--- src/rtl/vrf_pkg.sv ---
// rtl/vrf_pkg.sv - shared constants and request type for the vector register file port
package vrf_pkg;

  localparam int VRF_DW         = 256;
  localparam int VRF_AW         = 3;
  localparam int VRF_NREGS      = 8;
  localparam int VRF_INGEST_REG = 0;

  typedef struct packed {
    logic              we;
    logic [VRF_AW-1:0] sel;
    logic [VRF_DW-1:0] wdata;
  } vrf_req_t;

endpackage

--- src/rtl/rr_arbiter.sv ---
// rtl/rr_arbiter.sv - round-robin arbiter owning the priority pointer
module rr_arbiter
  import vrf_pkg::*;
#(
  parameter  int N  = 3,
  localparam int IW = (N > 1) ? $clog2(N) : 1
) (
  input  logic          clk,
  input  logic          rst,
  input  logic [N-1:0]  elig_i,
  output logic [N-1:0]  gnt_o,
  output logic [IW-1:0] gnt_idx_o
);

  logic [IW-1:0]  rr_ptr_q, rr_ptr_d;
  logic [2*N-1:0] dbl;
  logic [N-1:0]   rot;
  logic [IW:0]    sum;
  logic           any;

  // Rotate the mask so the pointer lands at bit 0; the first set bit is the winner's offset.
  always_comb begin
    dbl       = {elig_i, elig_i} >> rr_ptr_q;
    rot       = dbl[N-1:0];
    sum       = '0;
    any       = 1'b0;
    gnt_o     = '0;
    gnt_idx_o = '0;
    rr_ptr_d  = rr_ptr_q;
    for (int k = N - 1; k >= 0; k--) begin
      if (rot[k]) begin
        sum = {1'b0, rr_ptr_q} + (IW+1)'(k);
        any = 1'b1;
      end
    end
    if (sum >= (IW+1)'(N)) begin
      sum = sum - (IW+1)'(N);
    end
    if (any) begin
      gnt_idx_o = sum[IW-1:0];
      gnt_o     = {{(N-1){1'b0}}, 1'b1} << sum[IW-1:0];
      rr_ptr_d  = (sum[IW-1:0] == IW'(N - 1)) ? '0 : sum[IW-1:0] + 1'b1;
    end
  end

  always_ff @(posedge clk) begin
    if (rst) begin
      rr_ptr_q <= '0;
    end else begin
      rr_ptr_q <= rr_ptr_d;
    end
  end

endmodule

--- src/rtl/vrf_port_arbiter.sv ---
// rtl/vrf_port_arbiter.sv - shares the vector register file port between requesters
module vrf_port_arbiter
  import vrf_pkg::*;
#(
  parameter int NREQ = 3,
  parameter int DW   = VRF_DW,
  parameter int AW   = VRF_AW,
  parameter int CW   = 16
) (
  input  logic             clk,
  input  logic             rst,
  input  logic [NREQ-1:0]    req_valid,
  input  logic [NREQ-1:0]    req_we,
  input  logic [NREQ*AW-1:0] req_sel,
  input  logic [NREQ*DW-1:0] req_wdata,
  output logic [NREQ-1:0]    req_ready,
  output logic [NREQ-1:0]    rsp_valid,
  output logic [DW-1:0]      rsp_data,
  input  logic             ingest_v,
  output logic             rf_wr,
  output logic             rf_rd,
  output logic [AW-1:0]    rf_sel,
  output logic [DW-1:0]    rf_wdata,
  input  logic [DW-1:0]    rf_rdata,
  output logic [CW-1:0]    stall_cnt
);

  localparam int IW = (NREQ > 1) ? $clog2(NREQ) : 1;

  logic [AW-1:0]   sel_a   [NREQ];
  logic [DW-1:0]   wdata_a [NREQ];
  logic [NREQ-1:0] blocked, elig, gnt, rd_gnt;
  logic [IW-1:0]   gnt_idx;
  logic            gnt_any;

  logic [NREQ-1:0] rsp_valid_q, rsp_valid_d;
  logic [DW-1:0]   rsp_data_q, rsp_data_d;
  logic [CW-1:0]   stall_q, stall_d;

  // Ingest owns register 0 for the cycle, so any access to it must wait a cycle.
  always_comb begin
    for (int i = 0; i < NREQ; i++) begin
      sel_a[i]   = req_sel[i*AW +: AW];
      wdata_a[i] = req_wdata[i*DW +: DW];
      blocked[i] = ingest_v && (sel_a[i] == AW'(VRF_INGEST_REG));
    end
  end

  assign elig = req_valid & ~blocked & {NREQ{~rst}};

  rr_arbiter #(.N(NREQ)) u_rr (
    .clk       (clk),
    .rst       (rst),
    .elig_i    (elig),
    .gnt_o     (gnt),
    .gnt_idx_o (gnt_idx)
  );

  assign gnt_any   = |gnt;
  assign rd_gnt    = gnt & ~req_we;
  assign req_ready = gnt;
  assign rf_wr     = |(gnt & req_we);
  assign rf_rd     = |rd_gnt;
  assign rf_sel    = gnt_any ? sel_a[gnt_idx]   : '0;
  assign rf_wdata  = gnt_any ? wdata_a[gnt_idx] : '0;

  always_comb begin
    rsp_valid_d = rd_gnt;
    rsp_data_d  = rf_rd ? rf_rdata : rsp_data_q;
    stall_d     = stall_q;
    if (|(req_valid & blocked) && (stall_q != '1)) begin
      stall_d = stall_q + 1'b1;
    end
  end

  always_ff @(posedge clk) begin
    if (rst) begin
      rsp_valid_q <= '0;
      rsp_data_q  <= '0;
      stall_q     <= '0;
    end else begin
      rsp_valid_q <= rsp_valid_d;
      rsp_data_q  <= rsp_data_d;
      stall_q     <= stall_d;
    end
  end

  assign rsp_valid = rsp_valid_q;
  assign rsp_data  = rsp_data_q;
  assign stall_cnt = stall_q;

endmodule
--- config.mk ---
export PLATFORM = sky130hd
export DESIGN_NAME = vrf_port_arbiter
export DESIGN_NICKNAME = d
export VERILOG_FILES = /design/src/rtl/vrf_pkg.sv /design/src/rtl/rr_arbiter.sv /design/src/rtl/vrf_port_arbiter.sv
export SDC_FILE = /design/constraint.sdc
export NUM_CORES = 1
export LEC_CHECK = 0
export BUFFER_PORTS_ARGS = -buffer_cell sky130_fd_sc_hd__buf_2
export CAP_MARGIN = 10
export CELL_PAD_IN_SITES_DETAIL_PLACEMENT = 0
export CELL_PAD_IN_SITES_GLOBAL_PLACEMENT = 1
export CORE_AREA = 2 2 610 612
export DETAILED_ROUTE_END_ITERATION = 12
export DIE_AREA = 0 0 612 614
export PLACE_DENSITY_LB_ADDON = 0.25
export SLEW_MARGIN = 20
export SYNTH_ARGS = -nofsm -noshare
export SYNTH_HDL_FRONTEND = slang
export SYNTH_SLANG_ARGS = --single-unit
--- constraint.sdc ---
create_clock -name clk -period 6 [get_ports clk]
set_input_delay 1.2 -clock clk [delete_from_list [all_inputs] [get_ports clk]]
set_output_delay 1.2 -clock clk [all_outputs]
set_load 0.05 [all_outputs]
==> results_dict.tcl, run 1 <==
set metrics [dict create \
    fin_crit_ps 6280 \
    grt_max_degree 126 \
    yosysWarningCount 0 \
    fin_nets 4728 \
    hpwlAfterDp_um 235000 \
    die_y_um 614 \
    start_util 0.0447 \
    cts_sinks 277 \
    placed_cell_area_um2 35000 \
    die_width_um 612 \
    max_slew_margin 0.302 \
    grt_pass1_vias 23600 \
    routed_wl_um 267000 \
    drtAntennaViolNets 0 \
    violations "negative setup slack" \
    async_reset_ff_frac 0 \
    setup.worst_path.end_class "output pin" \
    status "finished, violations left" \
    io_pins 1581 \
    hp-class "reg2reg" \
    clk_latency_ps 650 \
    fmax_ghz 0.159 \
    seq_area_um2 5550 \
    rsz0062_at_grt "yes" \
    worst-setup-path-type "in2out" \
    first_iter_violations 1259 \
    drive_gt1_frac 0.674 \
    firstDrtPassIters 5 \
    cts.clk_slew.worst_paths_ps 70 \
    final_cell_count_no_fill 8732 \
    synth_fp_nets 2893 \
    multi_input_comb_area_um2 13700 \
    vias 23300 \
    synth_cell_types 57 \
    post_drt_via_cell_ratio 2.67 \
    p_leak_nw 17.9 \
    grt.overflow.total 0 \
    seq_area_frac_synth 0.335 \
    power_density_nw_per_um2 444 \
    drc 0 \
    core_region_area_um2 370000 \
    hold_buffers 0 \
    p_total_mw 18.8 \
    io_buffers 1580 \
    grtUsageTotal 0.133 \
    areaGrowthSynthToFinish_pct 156 \
    synth_flop_cell "dfxtp_1" \
    worstReg2RegStart "u_rr.rr_ptr_q[0]$_SDFFE_PP0N_" \
    worst_slew_pin_slew_ps 1050 \
    cts_root_buffer "clkbuf_16" \
    final-setup-viol-count 233 \
    netlist_area_um2 16600 \
    grt_pass1_wl_um 311000 \
    antenna_found_initial 198 \
    fin_crit_sh 1.05 \
    die-area_um2 376000 \
    ys_ff_latch 277 \
    syn_area_per_cell_um2 8.96 \
    final_cell_mix "buf_2 (1325), dfxtp_1 (277), nor2b_1 (257), mux2_1 (229), nand2_1 (217)" \
    postLayoutCellArea_um2 42400 \
    whs_ps 509 \
    ir_drop_mv 0.251 \
    num-fill-cells 42700 \
    tns_ps -24720 \
    synth_edf_count 0 \
    htree_levels 2 \
    worstHoldStart "stall_cnt[6]$_SDFFE_PP0P_" \
    path_max_fanout 6 \
    critPathRequiredTime_ps 4800 \
    final_common_cell "buf_2" \
    worstSetupStartpointType "input pin" \
    drv_slew 0 \
    detailedPlace.worstSlack_ps -1080 \
    synthCells 1848 \
    final_core_util 0.114 \
    cts_tree "done" \
    placedCellCount 8509 \
    setup_ws_ps -277 \
    max_cap_viol_count 0 \
    fin_skew_ps 53.2 \
    wl_per_cell_um 30.6 \
    rows 224 \
    hold_viol 0 \
    arrival_ps 5080 \
    cts-buffers-inserted 39 \
    critPathLaunch "req_sel[4]" \
    clock_path_buffers 3 \
    place.gp.congestion 0.928 \
]
[what timing repair did]
item                                    4_1_cts  5_1_grt
buffers inserted                             55       53
gates resized for setup                     488      584
cloned                                       16       20
pin swaps                                    25       47
endpoints found under the setup margin      263      261
[state kept, by name (all words and copies together), names as in the netlist]
name and flops:
rsp_valid 3, rsp_data 256, u_rr.rr_ptr_q 2, stall_cnt 16
[report_power, final]
group	switching, mW	leakage, nW	internal, mW	total, mW
registers	0.217	2.30	2.32	2.54
logic	8.77	14.9	4.92	13.7
clock network	1.09	0.668	1.48	2.57
[cell usage after synthesis (2+ instances only)]
master | count | area [um^2]
a2111oi_0 | 2 | 17.5
a21oi_1 | 4 | 20.0
a21oi_2 | 2 | 17.5
a22oi_1 | 12 | 90.1
and3_1 | 3 | 18.8
buf_1 | 4 | 15.0
buf_2 | 31 | 155
buf_4 | 22 | 165
buf_6 | 3 | 33.8
clkbuf_1 | 87 | 327
dfxtp_1 | 277 | 5550
ha_1 | 3 | 37.5
inv_1 | 6 | 22.5
mux2_1 | 229 | 2580
mux2_2 | 37 | 417
mux2i_1 | 253 | 2530
nand2_1 | 261 | 980
nand2b_1 | 4 | 25.0
nand3_1 | 6 | 30.0
nand4_1 | 4 | 25.0
nor2_1 | 35 | 131
nor2b_1 | 257 | 1610
nor3_1 | 4 | 20.0
nor3_2 | 2 | 20.0
nor4b_1 | 2 | 17.5
o21ai_0 | 255 | 1280
xnor2_1 | 3 | 26.3
xor2_1 | 11 | 96.3
[layer usage]
| layer | vias up | track usage | routed length, um |
|---|---|---|---|
| met5 | - | 0 | 730 |
| li1 | 10200 | - | - |
| met2 | 1253 | 0.250 | 139000 |
| met3 | 493 | 0.0543 | 25300 |
| met4 | 116 | 0.0400 | 10400 |
| met1 | 11300 | 0.132 | 91800 |
[critical path: stages]
cell and delay [ps]:
buf_6 90, or4b_4 580, a2111oi_4 480, buf_4 200, a211oi_4 60, o311ai_4 300
ha_2 240, a31oi_4 50, nand2_4 120, nor3_4 60, a21oi_4 200, buf_12 130
buf_16 140, buf_16 180, buf_12 160, mux2i_4 510, o21ai_4 100, buf_12 160
[worst paths after layout]
| check | endpoint | slack, ps | cells after the start |
|---|---|---|---|
| max | rf_wdata[197] | -280 | 18 |
| min | stall_cnt[6]$_SDFFE_PP0P_ | 510 | 2 |
| max reg2reg | rsp_data[104]$_SDFFE_PP0P_ | 1270 | 17 |
| min reg2reg | stall_cnt[6]$_SDFFE_PP0P_ | 510 | 2 |
[cell type report]
| cell class | instances | share of cell area |
|---|---|---|
| antenna | 46 | 0.00272 |
| clock buffer | 52 | 0.0261 |
| tap | 4972 | 0.147 |
| timing repair buffer | 1941 | 0.364 |
| clock inverter | 20 | 0.00597 |
| inverter | 6 | 0.000532 |
| multi-input combinational | 1418 | 0.323 |
| sequential | 277 | 0.131 |
[cells by family after synthesis]
logic type	share of synthesized area
buf+inv	0.0434
flops	0.335
mux	0.334
xor+xnor	0.00741
fa+ha+maj	0.00227
compound gates	0.0969
simple gates	0.181
No activity file was read; power rests on OpenSTA's default activity.
==> run 2: changes to the inputs <==
--- a/config.mk
+++ b/config.mk
@@ -5,13 +5,14 @@
 export SDC_FILE = /design/constraint.sdc
 export NUM_CORES = 1
 export LEC_CHECK = 0
+export ABC_AREA = 1
 export BUFFER_PORTS_ARGS = -buffer_cell sky130_fd_sc_hd__buf_2
 export CAP_MARGIN = 10
 export CELL_PAD_IN_SITES_DETAIL_PLACEMENT = 0
 export CELL_PAD_IN_SITES_GLOBAL_PLACEMENT = 1
-export CORE_AREA = 2 2 610 612
+export CORE_AREA = 2 2 608 610
 export DETAILED_ROUTE_END_ITERATION = 12
-export DIE_AREA = 0 0 612 614
+export DIE_AREA = 0 0 610 612
 export PLACE_DENSITY_LB_ADDON = 0.25
 export SLEW_MARGIN = 20
 export SYNTH_ARGS = -nofsm -noshare
==> results_dict.tcl, run 2 <==
set metrics [dict create \
    status "finished, final reports clean" \
    final-setup-viol-count 0 \
    max_cap_viol_count 0 \
    cts_tree "done" \
    placedCellCount 10200 \
    cp_num_buf_inv 5 \
    arrival_ps 4720 \
    antenna_found_initial 181 \
    synth_cell_types 30 \
    setup_ws_ps 76.4 \
    drive_gt1_frac 0.395 \
    final_cell_count_no_fill 10300 \
    hold_buffers 0 \
    start_util 0.0567 \
    num-fill-cells 43500 \
    tns_ps 0 \
    drc 0 \
    synth_fp_nets 4858 \
    fin_nets 6459 \
    yosysTopAreaCellShare 0.267 \
    final_common_cell "buf_2" \
    cp_slowest_stage_delay_ps 790 \
    rows 223 \
    crit_slowest_cell "o211ai_1" \
    syn_area_per_cell_um2 5.46 \
    hp-class "reg2reg" \
    synthCells 3813 \
    cts_sinks 277 \
    path_max_fanout 24 \
    ys_ff_latch 277 \
    path_common_cell "nand2_1" \
    ys_top_cells_by_count "nand2_1 (1069), inv_1 (838), o21ai_0 (378), dfxtp_1 (277), nor2_1 (277)" \
    netlist_area_um2 20800 \
    synth_area_leader_cell "dfxtp_1" \
    routed_wl_um 269000 \
    place.gp.congestion 0.933 \
    cp_top_family "compound AO/OA/AOI/OAI gates" \
    max_slew_margin 0.315 \
    setup.worst_path.end_class "output pin" \
    hpwlAfterDp_um 235000 \
    seq_area_frac_synth 0.267 \
    p_sw_mw 22.2 \
    placed_cell_area_um2 38800 \
    power_frac_seq 0.076 \
    power_frac_comb 0.853 \
    die_y_um 612 \
    cts_root_buffer "clkbuf_16" \
    grtUsageTotal 0.137 \
    p_leak_nw 22.0 \
    areaGrowthSynthToFinish_pct 94.2 \
    grt_max_degree 135 \
    post_drt_via_cell_ratio 2.99 \
    whs_ps 471 \
    wl_per_cell_um 26.0 \
    ys_top_cells_by_area "dfxtp_1 (27%), nand2_1 (19%), inv_1 (15%), o21ai_0 (9.1%), nand4_1 (7.8%)" \
    die-area_um2 373000 \
    die_width_um 610 \
    io_buffers 1580 \
    core_region_area_um2 367000 \
    p_total_mw 36.0 \
    worst-setup-path-type "in2out" \
    synth_flop_cell "dfxtp_1" \
    hold_viol 0 \
    power_density_nw_per_um2 890 \
    seq_area_um2 5550 \
    synth.most_common_cell "nand2_1" \
    clock_path_buffers 3 \
    critPathRequiredTime_ps 4800 \
    worstSetupStartpointType "input pin" \
    switching_share 0.618 \
    firstDrtPassIters 5 \
    grt.overflow.total 0 \
    ir_drop_mv 0.425 \
    p_int_mw 13.7 \
    grt_pass1_vias 30400 \
    htree_levels 2 \
    fmax_ghz 0.169 \
    vias 30900 \
    fin_skew_ps 55.1 \
    cts.clk_slew.worst_paths_ps 60 \
    largest_reg_flops 256 \
    postLayoutCellArea_um2 40400 \
    drtAntennaViolNets 0 \
    io_pins 1581 \
    async_reset_ff_frac 0 \
    worstPathCellList "buf_2, nor2_2, nand3_1, nand2_1, nand2_1, nand2_2, nand2_1, nand3_1, nand2_1, ha_2, a21oi_4, nand3_1, nand2_2, nand2_4, buf_12, buf_8, o211ai_1, o21ai_1, buf_4, buf_12" \
    yosysWarningCount 0 \
    multi_input_comb_area_um2 10100 \
    final_core_util 0.110 \
    drv_slew 0 \
    fin_crit_sh 0.987 \
    first_iter_violations 1991 \
    worst_slew_pin_slew_ps 1030 \
    grt_pass1_wl_um 334000 \
    cts-buffers-inserted 40 \
    synth_edf_count 0 \
    p_clk_frac 0.071 \
    detailedPlace.worstSlack_ps -262 \
    clk_latency_ps 640 \
    fin_crit_ps 5920 \
    final_cell_mix "buf_2 (1377), nand2_1 (1060), inv_1 (838), o21ai_0 (352), dfxtp_1 (277)" \
]
[run 2: cell types whose count changed after synthesis, sizes merged, moves of 12 or more]
cell,previous run,this run
o211ai,0,80
mux2,266,0
a22oi,12,0
buf,60,178
o21ai,255,379
nand2,261,1075
nand3,6,28
nand4,4,261
nor2,36,278
mux2i,253,0
a21oi,7,82
inv,6,1062
nor2b,257,0
[run 2: final timing paths]
path	start	slack (ps)	cells after the start	to
hold reg to reg	stall_cnt[15]$_SDFFE_PP0P_	470	2	stall_cnt[15]$_SDFFE_PP0P_
setup reg to reg	u_rr.rr_ptr_q[0]$_SDFFE_PP0N_	2010	21	rsp_data[68]$_SDFFE_PP0P_
setup / recovery	rst	80	20	rf_wdata[226]
hold / removal	stall_cnt[15]$_SDFFE_PP0P_	470	2	stall_cnt[15]$_SDFFE_PP0P_
[run 2: worst register-to-register path, cell delays in order, from the launching register on]
cell and delay (ps):
dfxtp_1 590, inv_2 130, nand3_1 150, nand2_2 80, nand2_1 80, nand2_2 90
inv_2 80, nand3_1 80, nand2_1 120, inv_1 60, ha_2 190, a21oi_4 160
nand2_2 90, buf_4 170, nand2_2 150, nand4_4 220, nand3_4 300, buf_12 190
buf_12 330, nand2_1 420, inv_2 120, nor2_1 50
[run 2: power groups by stage]
stage          sequential [mW]  clock [mW]  combinational (mW)
6_report                  2.75        2.54                30.7
5_1_grt                   2.82        2.74                32.4
4_1_cts                   2.76        2.71                31.6
3_5_place_dp              2.79           0                31.4
3_3_place_gp              2.78           0                31.5
2_1_floorplan             4.53           0                12.9
[run 2: what timing repair did]
item,in CTS,in global routing
setup endpoints to repair,21,96
pin swaps,3,5
cloned,0,1
gates resized for setup,18,29
setup buffers,2,1
[run 2: kinds of logic after synthesis]
logic type | count (synthesis) | synth area share
compound gates | 550 | 0.143
buf+inv | 1327 | 0.252
flops | 277 | 0.267
fa+ha+maj | 3 | 0.00180
simple gates | 1656 | 0.336
[run 2: metal layers]
| metal | vias to the layer above | track usage | share of wire |
|---|---|---|---|
| met3 | 389 | 0.0384 | 0.065 |
| met4 | 112 | 0.0228 | 0.021 |
| met5 | - | 0 | 0.0027 |
| met2 | 1190 | 0.263 | 0.53 |
| li1 | 14700 | - | - |
| met1 | 14600 | 0.150 | 0.38 |
[run 2: area by class of cell]
cell class | instances | area share
Timing Repair Buffer | 1823 | 0.327
Antenna cell | 48 | 0.00297
Clock inverter | 11 | 0.00353
Clock buffer | 59 | 0.0290
Inverter | 1063 | 0.0992
Multi-Input combinational cell | 2209 | 0.251
Sequential cell | 277 | 0.137
Tap cell | 4837 | 0.150
